`src/rtl/ntt_pkg.sv`:
```
// rtl/ntt_pkg.sv - shared types and helpers for the NTT multiplier arbiter
package ntt_pkg;

  typedef enum logic [1:0] {
    S_IDLE  = 2'd0,
    S_ISSUE = 2'd1,
    S_WAIT  = 2'd2,
    S_RESP  = 2'd3
  } state_t;

  localparam int DEFAULT_DATA_W = 32;

  // Requester ID width; never narrower than one bit.
  function automatic int id_width(input int n);
    return (n <= 2) ? 1 : $clog2(n);
  endfunction

endpackage

```
`src/rtl/rr_arbiter.sv`:
```
// rtl/rr_arbiter.sv - combinational round-robin grant starting at rr_ptr
module rr_arbiter #(
  parameter int NUM_REQ = 4,
  parameter int ID_W    = 2
) (
  input  logic [NUM_REQ-1:0] req_valid,
  input  logic [ID_W-1:0]    rr_ptr,
  output logic [NUM_REQ-1:0] grant_onehot,
  output logic [ID_W-1:0]    grant_id,
  output logic               any_valid
);

  always_comb begin
    int idx;
    idx          = 0;
    grant_onehot = '0;
    grant_id     = '0;
    any_valid    = 1'b0;
    for (int i = 0; i < NUM_REQ; i++) begin
      idx = int'(rr_ptr) + i;
      if (idx >= NUM_REQ) idx = idx - NUM_REQ;
      if (!any_valid && req_valid[idx]) begin
        any_valid         = 1'b1;
        grant_id          = ID_W'(idx);
        grant_onehot[idx] = 1'b1;
      end
    end
  end

endmodule

```
`src/rtl/ntt_mul_arbiter.sv`:
```
// rtl/ntt_mul_arbiter.sv - round-robin sharing of one sequential multiplier core
// Optional: NTT_MUL_ARB_TIMEOUT_EN adds a WAIT timeout and the rsp_err output.
module ntt_mul_arbiter
  import ntt_pkg::*;
#(
  parameter int DATA_W  = DEFAULT_DATA_W,
  parameter int NUM_REQ = 4,
  parameter int ID_W    = id_width(NUM_REQ),
  parameter int TIMEOUT = 64
) (
  input  logic                      clk,
  input  logic                      reset,
  input  logic [NUM_REQ-1:0]        req_valid,
  output logic [NUM_REQ-1:0]        req_ready,
  input  logic [NUM_REQ*DATA_W-1:0] req_a,
  input  logic [NUM_REQ*DATA_W-1:0] req_b,
  output logic                      rsp_valid,
  input  logic                      rsp_ready,
  output logic [ID_W-1:0]           rsp_id,
  output logic [2*DATA_W-1:0]       rsp_prod,
  output logic                      mul_start,
  output logic [DATA_W-1:0]         mul_x,
  output logic [DATA_W-1:0]         mul_y,
  input  logic                      mul_done,
  input  logic [2*DATA_W-1:0]       mul_prod,
`ifdef NTT_MUL_ARB_TIMEOUT_EN
  output logic                      rsp_err,
`endif
  output logic                      busy
);

  if ((DATA_W % 2) != 0 || NUM_REQ < 2 || NUM_REQ > 16 ||
      ID_W != id_width(NUM_REQ) || TIMEOUT < 2) begin : g_param_check
    $error("ntt_mul_arbiter: illegal parameter combination");
  end

  state_t              state, state_next;
  logic [ID_W-1:0]     rr_ptr;
  logic [ID_W-1:0]     id_q;
  logic [NUM_REQ-1:0]  grant_onehot;
  logic [ID_W-1:0]     grant_id;
  logic                any_valid;
  logic                timeout_hit;

  rr_arbiter #(
    .NUM_REQ (NUM_REQ),
    .ID_W    (ID_W)
  ) u_rr_arbiter (
    .req_valid    (req_valid),
    .rr_ptr       (rr_ptr),
    .grant_onehot (grant_onehot),
    .grant_id     (grant_id),
    .any_valid    (any_valid)
  );

`ifdef NTT_MUL_ARB_TIMEOUT_EN
  localparam int CNT_W = $clog2(TIMEOUT);
  logic [CNT_W-1:0] wait_cnt;

  // Firing on TIMEOUT-2 puts rsp_valid exactly TIMEOUT cycles after mul_start.
  assign timeout_hit = (state == S_WAIT) && !mul_done && (wait_cnt == CNT_W'(TIMEOUT - 2));

  always_ff @(posedge clk) begin
    if (reset) begin
      wait_cnt <= '0;
      rsp_err  <= 1'b0;
    end else begin
      wait_cnt <= (state == S_WAIT) ? wait_cnt + 1'b1 : '0;
      if (state == S_WAIT && mul_done)
        rsp_err <= 1'b0;
      else if (timeout_hit)
        rsp_err <= 1'b1;
    end
  end
`else
  assign timeout_hit = 1'b0;
`endif

  always_ff @(posedge clk) begin
    if (reset) state <= S_IDLE;
    else       state <= state_next;
  end

  always_comb begin
    state_next = state;
    req_ready  = '0;
    mul_start  = 1'b0;
    busy       = (state != S_IDLE);
    case (state)
      S_IDLE: begin
        if (!reset) req_ready = grant_onehot;
        if (any_valid) state_next = S_ISSUE;
      end
      S_ISSUE: begin
        mul_start  = 1'b1;
        state_next = S_WAIT;
      end
      S_WAIT:  if (mul_done || timeout_hit) state_next = S_RESP;
      S_RESP:  if (rsp_ready) state_next = S_IDLE;
      default: state_next = S_IDLE;
    endcase
  end

  always_ff @(posedge clk) begin
    if (reset) begin
      rr_ptr    <= '0;
      id_q      <= '0;
      mul_x     <= '0;
      mul_y     <= '0;
      rsp_valid <= 1'b0;
      rsp_id    <= '0;
      rsp_prod  <= '0;
    end else begin
      case (state)
        S_IDLE: if (any_valid) begin
          mul_x  <= req_a[int'(grant_id)*DATA_W +: DATA_W];
          mul_y  <= req_b[int'(grant_id)*DATA_W +: DATA_W];
          id_q   <= grant_id;
          rr_ptr <= (grant_id == ID_W'(NUM_REQ - 1)) ? '0 : grant_id + 1'b1;
        end
        S_WAIT: if (mul_done || timeout_hit) begin
          rsp_prod  <= mul_done ? mul_prod : '1;
          rsp_id    <= id_q;
          rsp_valid <= 1'b1;
        end
        S_RESP: if (rsp_ready) rsp_valid <= 1'b0;
        default: ;
      endcase
    end
  end

endmodule
```
`config.mk`:
```
export PLATFORM = sky130hd
export DESIGN_NAME = ntt_mul_arbiter
export DESIGN_NICKNAME = d
export VERILOG_FILES = /design/src/rtl/ntt_pkg.sv /design/src/rtl/rr_arbiter.sv /design/src/rtl/ntt_mul_arbiter.sv
export SDC_FILE = /design/constraint.sdc
export NUM_CORES = 1
export LEC_CHECK = 0
export CORE_AREA = 4 4 178 180
export DETAILED_ROUTE_END_ITERATION = 8
export DIE_AREA = 0 0 182 184
export GPL_ROUTABILITY_DRIVEN = 0
export GPL_TIMING_DRIVEN = 0
export PLACE_DENSITY = 0.66
export SYNTH_ARGS = -nofsm -noshare
export SYNTH_HDL_FRONTEND = slang
export SYNTH_HIERARCHICAL = 1
export SYNTH_SLANG_ARGS = --single-unit
```
`constraint.sdc`:
```
create_clock -name clk -period 5.3 [get_ports clk]
set_input_delay 1.06 -clock clk [delete_from_list [all_inputs] [get_ports clk]]
set_output_delay 1.06 -clock clk [all_outputs]
set_load 0.005 [all_outputs]
```
Word-level counts from Yosys, hierarchy flattened. Cells that the tools add are included.

Multiplexer cells: 47. Bitwise operators: 3. Reductions and logical operators: 17. Add/subtract/negate cells: 8. Eq/ne operators: 7. Order comparisons: 12. Shift-type cells: 2.

Operators with widths (count): indexed part select 128 x 8 -> 32 bit (2); greater-or-equal comparator 32 x 1 -> 1 bit, second input constant (4); less-than comparator 32 x 4 -> 1 bit, second input constant (4); two-way mux 32 bit (4); greater-or-equal comparator 32 x 4 -> 1 bit, second input constant (3); subtractor 32 x 4 -> 32 bit, second input constant (3); two-way mux 4 bit (6); two-way mux 1 bit (19); two-way mux 2 bit (8); OR 4 bit (3); binary-select mux 1 bit (select 2 bit) (4); demux 1 bit (select 2 bit) (4); case mux 2 bit (4 select lines) (1); logical AND 1 bit (7); adder 2 x 2 -> 3 bit, second input constant (2); equality test 2 bit, second input constant (3); inequality test 2 bit, second input constant (3); AND reduction 3 bit (2); AND reduction 2 bit (2); nonzero test 2 bit (2); subtractor 2 x 3 -> 4 bit, second input constant (1); adder 2 x 1 -> 3 bit, second input constant (1); greater-or-equal comparator 2 x 3 -> 1 bit, second input constant (1); logical NOT 1 bit (3); 4 further kinds (4).

Output and inout bits: 137. Flip-flop bits (word level): 137. Word-level logic and storage cells: 104.

Longest topological paths before layout. Gate-level depths: netlist (run 1).

Depth after elaboration: 17. Depth in mapped cells: 14. Gate-level depth less buffers: 10.

Modules after synthesis. Netlist (run 1), hierarchy kept.

Modules (own cells, without submodules): ntt_mul_arbiter (area an instance 6391.1 um^2, cells each 698, times used 1, sequential area each 2742.6 um^2); rr_arbiter (area an instance 460.4 um^2, cells each 48, times used 1, sequential area each 0.0 um^2).

Worst setup path before layout (run 1). Ideal clock, no wire load.

Path type: input to output. Start: input port req_valid[2]. End: output port req_ready[0]. Stages: 5. Arrival time: 2.311 ns. Path slack: 1.929 ns. Data required time: 4.240 ns. Buffers on the path: 0. Cells stage by stage: mux4_1 nor4b_4 a22oi_1 o21ai_0 and2_1.

Longest elaborated chain between the ends: 15. Elaborated cells between the ends (all ways): 30. Classes of those cells: mux: 21; bitwise: 3; reduce/logical: 6.

RTL lines: start: declaration (RTL line ntt_mul_arbiter.sv:13) `input logic [NUM_REQ-1:0] req_valid,`; binary-select mux 1 bit (select 2 bit) (RTL line rr_arbiter.sv:22) `if (!any_valid && req_valid[idx]) begin`; two-way mux 1 bit (not written as such) (2 in series) (RTL line rr_arbiter.sv:22); two-way mux 1 bit (RTL line rr_arbiter.sv:22); logical NOT 1 bit (RTL line rr_arbiter.sv:22); logical AND 1 bit (RTL line rr_arbiter.sv:22); two-way mux 1 bit (RTL line rr_arbiter.sv:22); logical NOT 1 bit (RTL line rr_arbiter.sv:22); logical AND 1 bit (RTL line rr_arbiter.sv:22); two-way mux 1 bit (RTL line rr_arbiter.sv:22); logical NOT 1 bit (RTL line rr_arbiter.sv:22); logical AND 1 bit (RTL line rr_arbiter.sv:22); two-way mux 4 bit (*) (RTL line rr_arbiter.sv:22); named net grant_onehot[0] (RTL line ntt_mul_arbiter.sv:40) `logic [NUM_REQ-1:0] grant_onehot;`; two-way mux 4 bit (*) (RTL line ntt_mul_arbiter.sv:91) `if (!reset) req_ready = grant_onehot;`; two-way mux 4 bit (*) (RTL line ntt_mul_arbiter.sv:89) `case (state)`; end: declaration (RTL line ntt_mul_arbiter.sv:14) `output logic [NUM_REQ-1:0] req_ready,`.

Mark *: on every way through the listed nets, which the timed path passes. The rest lies on a longest branch. The select of a mux whose other input is x is not followed.

Worst setup path after layout (run 1).
Start: input port req_valid[2]. End: output port req_ready[1].

Same word-level chain as after synthesis.

==> summary.txt, run 1 <==
Status
  – Outcome: completed

Timing
  – Max-Slew Margin vs Limit: between 40 and 50%
  – Final worst-path cycle share: between 80% and 90%
  – Clock skew: about 13 ps
  – Min cycle time layout: 4540 ps
  – Hold Vio Cnt, Final: 0
  – Final TNS setup: 0 ps
  – Setup repair after global routing missed its margin: false
  – Max Transition Viols Final: 0
  – Final Setup Violations: 0
  – Fmax: 220 MHz
  – Worst-Margin Slew: 800 ps

Power
  – Lkg Pwr: 4.62 nW
  – Pwr/cell area: about 430 nW/µm²
  – Design Power: 5.43 mW
  – Peak VDD IR: 0.167 mV

Clocking
  – Worst skew pair latency: approximately 420 ps
  – CTS Buf Count: 17
  – H-tree depth: 4
  – Clk sink count: approximately 140
  – Clk root buf: clkbuf_16
  – Clk slew on worst S/H paths: around 60 ps
  – CTS Hold Buffers Added: 0
  – Clk buf depth: 2
  – # Post-CTS Setup Buffers: 0
  – TritonCTS clock tree: done
  – PostCTS Resize Cnt: 0

Worst setup path
  – CP peak stage delay: 640 ps
  – Worst R2R Setup Slack: 1720 ps
  – Crit. Startpoint: req_valid[2]
  – Crit path capture: req_ready[1]
  – CP Data Required Time: 4240 ps
  – CP endpoint kind: primary output
  – Slowest CP cell: mux4_1
  – Most frequent CP cell: clkdlybuf4s50_1
  – Reg-to-reg critical path endpoint: mul_y[3]
  – Crit path DAT: roughly 3500 ps
  – R2R Path Start: rr_ptr[1]
  – Kind of critical path: in2out
  – Crit path launch type: primary input
  – Worst-path cell chain: clkdlybuf4s50_1 -> mux4_1 -> nor4b_4 -> a22oi_1 -> o21ai_0 -> and2_1 -> clkdlybuf4s50_1
  – R2R depth: 12
  – Worst-path maximum fanout: 6

Finish
  – Final Util: 41.8%
  – Commonest non-fill, non-tap cell in the layout: clkdlybuf4s50_1
  – Commonest cells after routing, fill and taps aside: clkdlybuf4s50_1, nand2_1, dfxtp_1
  – Area delta synth->final: 84.0%
  – Antenna diode count: 0
  – Fin nets: 1573
  – Layout cells sized above 1: 9.81%

Synthesis
  – Post-synth net total: ~1100
  – Mean Syn Cell Area: 9.18 µm²
  – Register area share after synthesis: 40.0%
  – Synthesized flop and latch total: 137
  – Post-synthesis mux area share: 22.1%
  – Post-synthesis simple-gate area fraction: 10.5%
  – Main combinational cell family by area after synthesis: multiplexers
  – Syn Inst Count: 746
  – Synth Area in Adders: 2.74%
  – YS warnings: 6
  – Post-synth EDFFs: 0
  – Top FF cell, synth: dfxtp_1
  – Post-synthesis xor/xnor area fraction: 0%
  – Syn Std Cell Area: slightly below 7000 µm²
  – Synth unique cells: 39
  – Compound-Gate Fraction of Synth Area: 19.1%
  – Ys async rst share: 0%

Drt
  – Vias per std cell: 4.64
  – Drt first pass iters: 4
  – Final WL: 32600 µm
  – WL/cell: 19.9 µm
  – Post-route ant nets: 0
  – DRC Markers: 0
  – Vias: 7604
  – 1st-iter DRT viols: 224

GRT
  – First-pass GRT wire length: about 47000 µm
  – Total gr overflow: 0
  – GRT Resource Usage Total: 18.2%
  – Number of global-route vias before repair: approximately 7800
  – Pin count of the biggest net entering global routing: 17
  – Initial antenna violation count: 2

Worst hold path
  – Worst Hold Class: reg2reg

Floorplan
  – Ports: 465
  – Initial Util: ~23%
  – Die Area: 33500 µm²
  – Total core area: around 30000 µm²
  – Cell Rows: 64
  – Die Wd: 182 µm
  – DIE HEIGHT: 184 µm

Placement
  – Post-DP HPWL: 26300 µm
  – I/O Buffers: around 460

Job
  – Max Cap Violations: 0
-- stage by stage --
step           cells  hold slack [ps]  setup slack [ps]  instance area (µm²)
2_1_floorplan    746              432              1930                 6850
3_3_place_gp    1606              440               123                12000
3_5_place_dp    1607              448               758                12000
4_1_cts         1639              457               747                12600
5_1_grt         1639              470               578                12600
6_report        1639              458               758                12600
-- cells in the mapped netlist, types with 3 or more instances --
library cell	number	area, µm²
mux2_2	39	439
nor2b_1	3	18.8
and2_1	5	31.3
buf_6	9	101
mux4_1	3	78.8
o21ai_0	9	45.0
nor2_1	5	18.8
nand3_1	3	15.0
buf_1	3	11.3
clkbuf_2	6	30.0
nand2_1	142	533
inv_1	8	30.0
mux2_1	27	304
a22oi_1	71	533
dfxtp_1	137	2740
mux2i_1	67	671
buf_4	6	45.0
clkbuf_1	14	52.6
a21oi_1	71	355
o21ai_1	59	295
ha_1	15	188
buf_2	22	110
-- logic make-up (layout without fill, tap and decap cells) --
| kind of cell | Yosys count | count (layout) |
|---|---|---|
| buf+inv | 68 | 565 |
| flops | 137 | 137 |
| compound gates | 220 | 220 |
| simple gates | 169 | 169 |
| mux | 137 | 137 |
| fa+ha+maj | 15 | 15 |
-- report_power, final --
group	internal, mW	switching, mW
sequential	1.26	0.128
combinational	1.44	1.35
clock	0.678	0.578
-- final cells by class --
type                       instances  area, µm²
fill                            3050      17600
timing repair buffer             465       4650
multi-input combinational        541       3730
sequential                       137       2740
tap                              396        495
clock buffer                      17        425
buffer                            60        350
clock inverter                    15        175
inverter                           8       30.0
-- how the worst min path moves through the flow --
stage            startpoint      endpoint  slack, ps  cells past startpoint
6_report       rsp_prod[38]  rsp_prod[38]        460                      2
5_1_grt        rsp_prod[35]  rsp_prod[35]        470                      2
4_1_cts        rsp_prod[35]  rsp_prod[35]        460                      2
3_5_place_dp   rsp_prod[35]  rsp_prod[35]        450                      2
3_3_place_gp   rsp_prod[10]  rsp_prod[10]        440                      2
2_1_floorplan       id_q[0]     rsp_id[0]        430                      2
-- sequential cells by signal, indices dropped and copies added (netlist names) --
register / flops
rsp_prod: 64
mul_x: 32
mul_y: 32
id_q: 2
rr_ptr: 2
rsp_id: 2
state: 2
rsp_valid: 1
-- critical path: cells and delay by family --
family / cells / cell delay, ps
simple gates: 2 / 580
mux: 1 / 640
buf+inv: 2 / 980
compound gates: 2 / 210
-- routing by layer --
layer,wire length [µm],GRT usage [%]
met1,12700,20.3
met2,16200,32.2
met3,3290,7.66
met4,462,4.41
met5,26,0
Note: power is estimated with default switching activity, not from simulation.
==> inputs of run 2 (changes only) <==
--- a/config.mk
+++ b/config.mk
@@ -5,12 +5,14 @@
 export SDC_FILE = /design/constraint.sdc
 export NUM_CORES = 1
 export LEC_CHECK = 0
-export CORE_AREA = 4 4 178 180
+export CELL_PAD_IN_SITES_DETAIL_PLACEMENT = 1
+export CELL_PAD_IN_SITES_GLOBAL_PLACEMENT = 2
+export CORE_MARGIN = 4
+export CORE_UTILIZATION = 20
 export DETAILED_ROUTE_END_ITERATION = 8
-export DIE_AREA = 0 0 182 184
 export GPL_ROUTABILITY_DRIVEN = 0
 export GPL_TIMING_DRIVEN = 0
-export PLACE_DENSITY = 0.66
+export PLACE_DENSITY_LB_ADDON = 0.1
 export SYNTH_ARGS = -nofsm -noshare
 export SYNTH_HDL_FRONTEND = slang
 export SYNTH_HIERARCHICAL = 1
==> summary.txt, run 2 (synthesized netlist as in run 1, its figures left out) <==
Status
  – Outcome: completed (unchanged)

Timing
  – Final Setup Violations: 0 (unchanged)
  – Final Worst Setup Slack: 719 ps (was 758 ps)
  – Fmax: 218 MHz (was 220 MHz)
  – Min cycle time layout: 4580 ps (was 4540 ps)
  – Max Transition Viols Final: 0 (unchanged)
  – Worst-Margin Slew: 1200 ps (was 800 ps)
  – Clock skew: 8.81 ps (was 12.8 ps)
  – Final TNS setup: 0 ps (unchanged)
  – Setup repair after global routing missed its margin: false (unchanged)
  – Max-Slew Margin vs Limit: 19.2% (was 46.6%)
  – Final worst-path cycle share: 86.4% (was 85.7%)
  – Hold Vio Cnt, Final: 0 (unchanged)

Drt
  – WL/cell: 20.8 µm (was 19.9 µm)
  – Met1 Routed Length: 13400 µm (was 12700 µm)
  – Post-route ant nets: 0 (unchanged)
  – Vias per std cell: 4.37 (was 4.64)
  – Metal3 WL: 3960 µm (was 3290 µm)
  – Met2 wire length: 17500 µm (was 16200 µm)
  – Drt first pass iters: 4 (unchanged)
  – 1st-iter DRT viols: 213 (was 224)
  – Highest routing layer actually used: met4 (was met5)
  – DRC Markers: 0 (unchanged)
  – Final WL: 35200 µm (was 32600 µm)
  – Vias: 7397 (was 7604)

Floorplan
  – Die Area: 37300 µm² (was 33500 µm²)
  – Die Wd: 193 µm (was 182 µm)
  – Ports: 465 (unchanged)
  – DIE HEIGHT: 193 µm (was 184 µm)
  – Initial Util: 20.3% (was 22.7%)
  – Cell Rows: 67 (was 64)
  – Total core area: 33700 µm² (was 30200 µm²)

Job
  – Max Cap Violations: 0 (unchanged)

Finish
  – Final instance area: 12700 µm² (was 12600 µm²)
  – Fin nets: 1572 (was 1573)
  – Commonest cells after routing, fill and taps aside: clkdlybuf4s50_1, nand2_1, dfxtp_1 (unchanged)
  – Final Non-Filler Cells: 1694 (was 1639)
  – Seq. cell area: 2740 µm² (unchanged)
  – Area of the multi-input gates: 3730 µm² (about the same)
  – Commonest non-fill, non-tap cell in the layout: clkdlybuf4s50_1 (unchanged)
  – Filler cell count: 3853 (was 3050)
  – Largest regs: rsp_prod: 64 flops, mul_x: 32 flops, mul_y: 32 flops (unchanged)
  – Max reg flops: 64 (unchanged)
  – Area delta synth->final: 84.7% (was 84.0%)
  – Layout cells sized above 1: 9.44% (was 9.81%)
  – Biggest register: rsp_prod (unchanged)

Clocking
  – Clk root buf: clkbuf_16 (unchanged)
  – CTS Hold Buffers Added: 0 (unchanged)
  – PostCTS Resize Cnt: 0 (unchanged)
  – TritonCTS clock tree: done (unchanged)
  – CTS Buf Count: 17 (unchanged)
  – Worst skew pair latency: 420 ps (about the same)
  – H-tree depth: 4 (unchanged)
  – Clk slew on worst S/H paths: 60 ps (about the same)
  – Clk sink count: 137 (unchanged)
  – Clk buf depth: 2 (unchanged)
  – # Post-CTS Setup Buffers: 0 (unchanged)

Worst setup path
  – Crit path DAT: 3520 ps (was 3480 ps)
  – Crit path launch type: primary input (unchanged)
  – Kind of critical path: in2out (unchanged)
  – Worst-path maximum fanout: 6 (unchanged)
  – CP endpoint kind: primary output (unchanged)
  – CP Data Required Time: 4240 ps (about the same)

GRT
  – First-pass GRT wire length: 49700 µm (was 46600 µm)
  – Total gr overflow: 0 (unchanged)
  – Number of global-route vias before repair: 7708 (was 7754)
  – Pin count of the biggest net entering global routing: 17 (unchanged)
  – Initial antenna violation count: 3 (was 2)
  – GRT Resource Usage Total: 17.7% (was 18.2%)

Worst hold path
  – Worst Hold Class: reg2reg (unchanged)

Placement
  – Post-DP Area: 12100 µm² (was 12000 µm²)
  – Pre-CTS setup slack: 473 ps (was 758 ps)
  – Post-DP HPWL: 28500 µm (was 26300 µm)
  – DP Cell Count: 1658 (was 1607)
  – I/O Buffers: 464 (unchanged)

Power
  – Clock power frac: 22.6% (was 23.1%)
  – Design Power: 5.39 mW (was 5.43 mW)
  – P_int: 3.43 mW (was 3.38 mW)
  – Pwr/cell area: 426 nW/µm² (was 431 nW/µm²)
  – Combinational power share: 51.8% (was 51.4%)
  – Sw power: 1.96 mW (was 2.06 mW)
  – Peak VDD IR: 0.209 mV (was 0.167 mV)
  – Lkg Pwr: 4.60 nW (was 4.62 nW)
  – Sw Ratio: 36.4% (was 37.8%)
  – Seq pwr share: 25.6% (was 25.5%)
-- run 2: cell types whose count changed in the layout (fill, tap and decap cells not counted) --
cell / before / now
bufinv_16: 1 / 3
clkbuf_1: 14 / 15
inv_8: 5 / 0
o31ai_2: 1 / 0
clkinv_8: 2 / 0
buf_4: 7 / 6
inv_6: 4 / 1
clkinv_4: 1 / 3
clkinv_2: 1 / 4
diode_2: 0 / 6
o31ai_1: 1 / 2
-- run 2: layer usage --
metal / GRT usage (%) / vias up
met4: 3.81 / 0
met2: 31.4 / 263
met5: 0 / -
li1: - / 3631
met3: 8.48 / 15
met1: 19.3 / 3488
-- run 2: metrics by stage --
step / hold WS [ps] / utilization (%)
2_1_floorplan: 432 / -
3_3_place_gp: 442 / 35.8
3_5_place_dp: 446 / 35.8
4_1_cts: 456 / 37.5
5_1_grt: 477 / 37.5
6_report: 452 / 37.5
-- run 2: final cells by class --
| cell class | count | area share [%] |
|---|---|---|
| flip-flops and latches | 137 | 21.7 |
| inverters | 8 | 0.237 |
| diodes | 6 | 0.119 |
| clock inverters | 12 | 1.21 |
| clock buffers | 18 | 3.39 |
| plain buffers | 60 | 2.77 |
| multi-input cells | 541 | 29.5 |
| well taps | 448 | 4.43 |
| repair buffers | 464 | 36.7 |
-- run 2: critical path, stage by stage --
cell             delay (ps)
clkdlybuf4s50_1         480
mux4_1                  640
nor4b_4                 450
a22oi_1                 130
o21ai_0                  90
and2_1                  140
clkdlybuf4s50_1         540
-- run 2: power by group through the flow --
stage               combinational [mW]  sequential (mW)  clock (mW)
floorplan                         1.60             1.41           0
global placement                  2.85             1.39           0
detailed placement                2.86             1.41           0
CTS                               2.87             1.38        1.27
global route                      3.07             1.41        1.32
finish                            2.79             1.38        1.22
-- run 2: worst paths after layout --
kind,start,endpoint,slack (ps),cells after the start
max,req_valid[2],req_ready[2],720,7
min,rsp_prod[10],rsp_prod[10],450,2
max reg2reg,rr_ptr[1],mul_y[15],1410,8
min reg2reg,rsp_prod[10],rsp_prod[10],450,2
==> inputs of run 3 (changes only) <==
--- a/config.mk
+++ b/config.mk
@@ -5,6 +5,7 @@
 export SDC_FILE = /design/constraint.sdc
 export NUM_CORES = 1
 export LEC_CHECK = 0
+export ABC_CLOCK_PERIOD_IN_PS = 5300
 export CELL_PAD_IN_SITES_DETAIL_PLACEMENT = 1
 export CELL_PAD_IN_SITES_GLOBAL_PLACEMENT = 2
 export CORE_MARGIN = 4
==> results of run 3 <==
Final layout, timing and power as in run 2 (identical DEF).
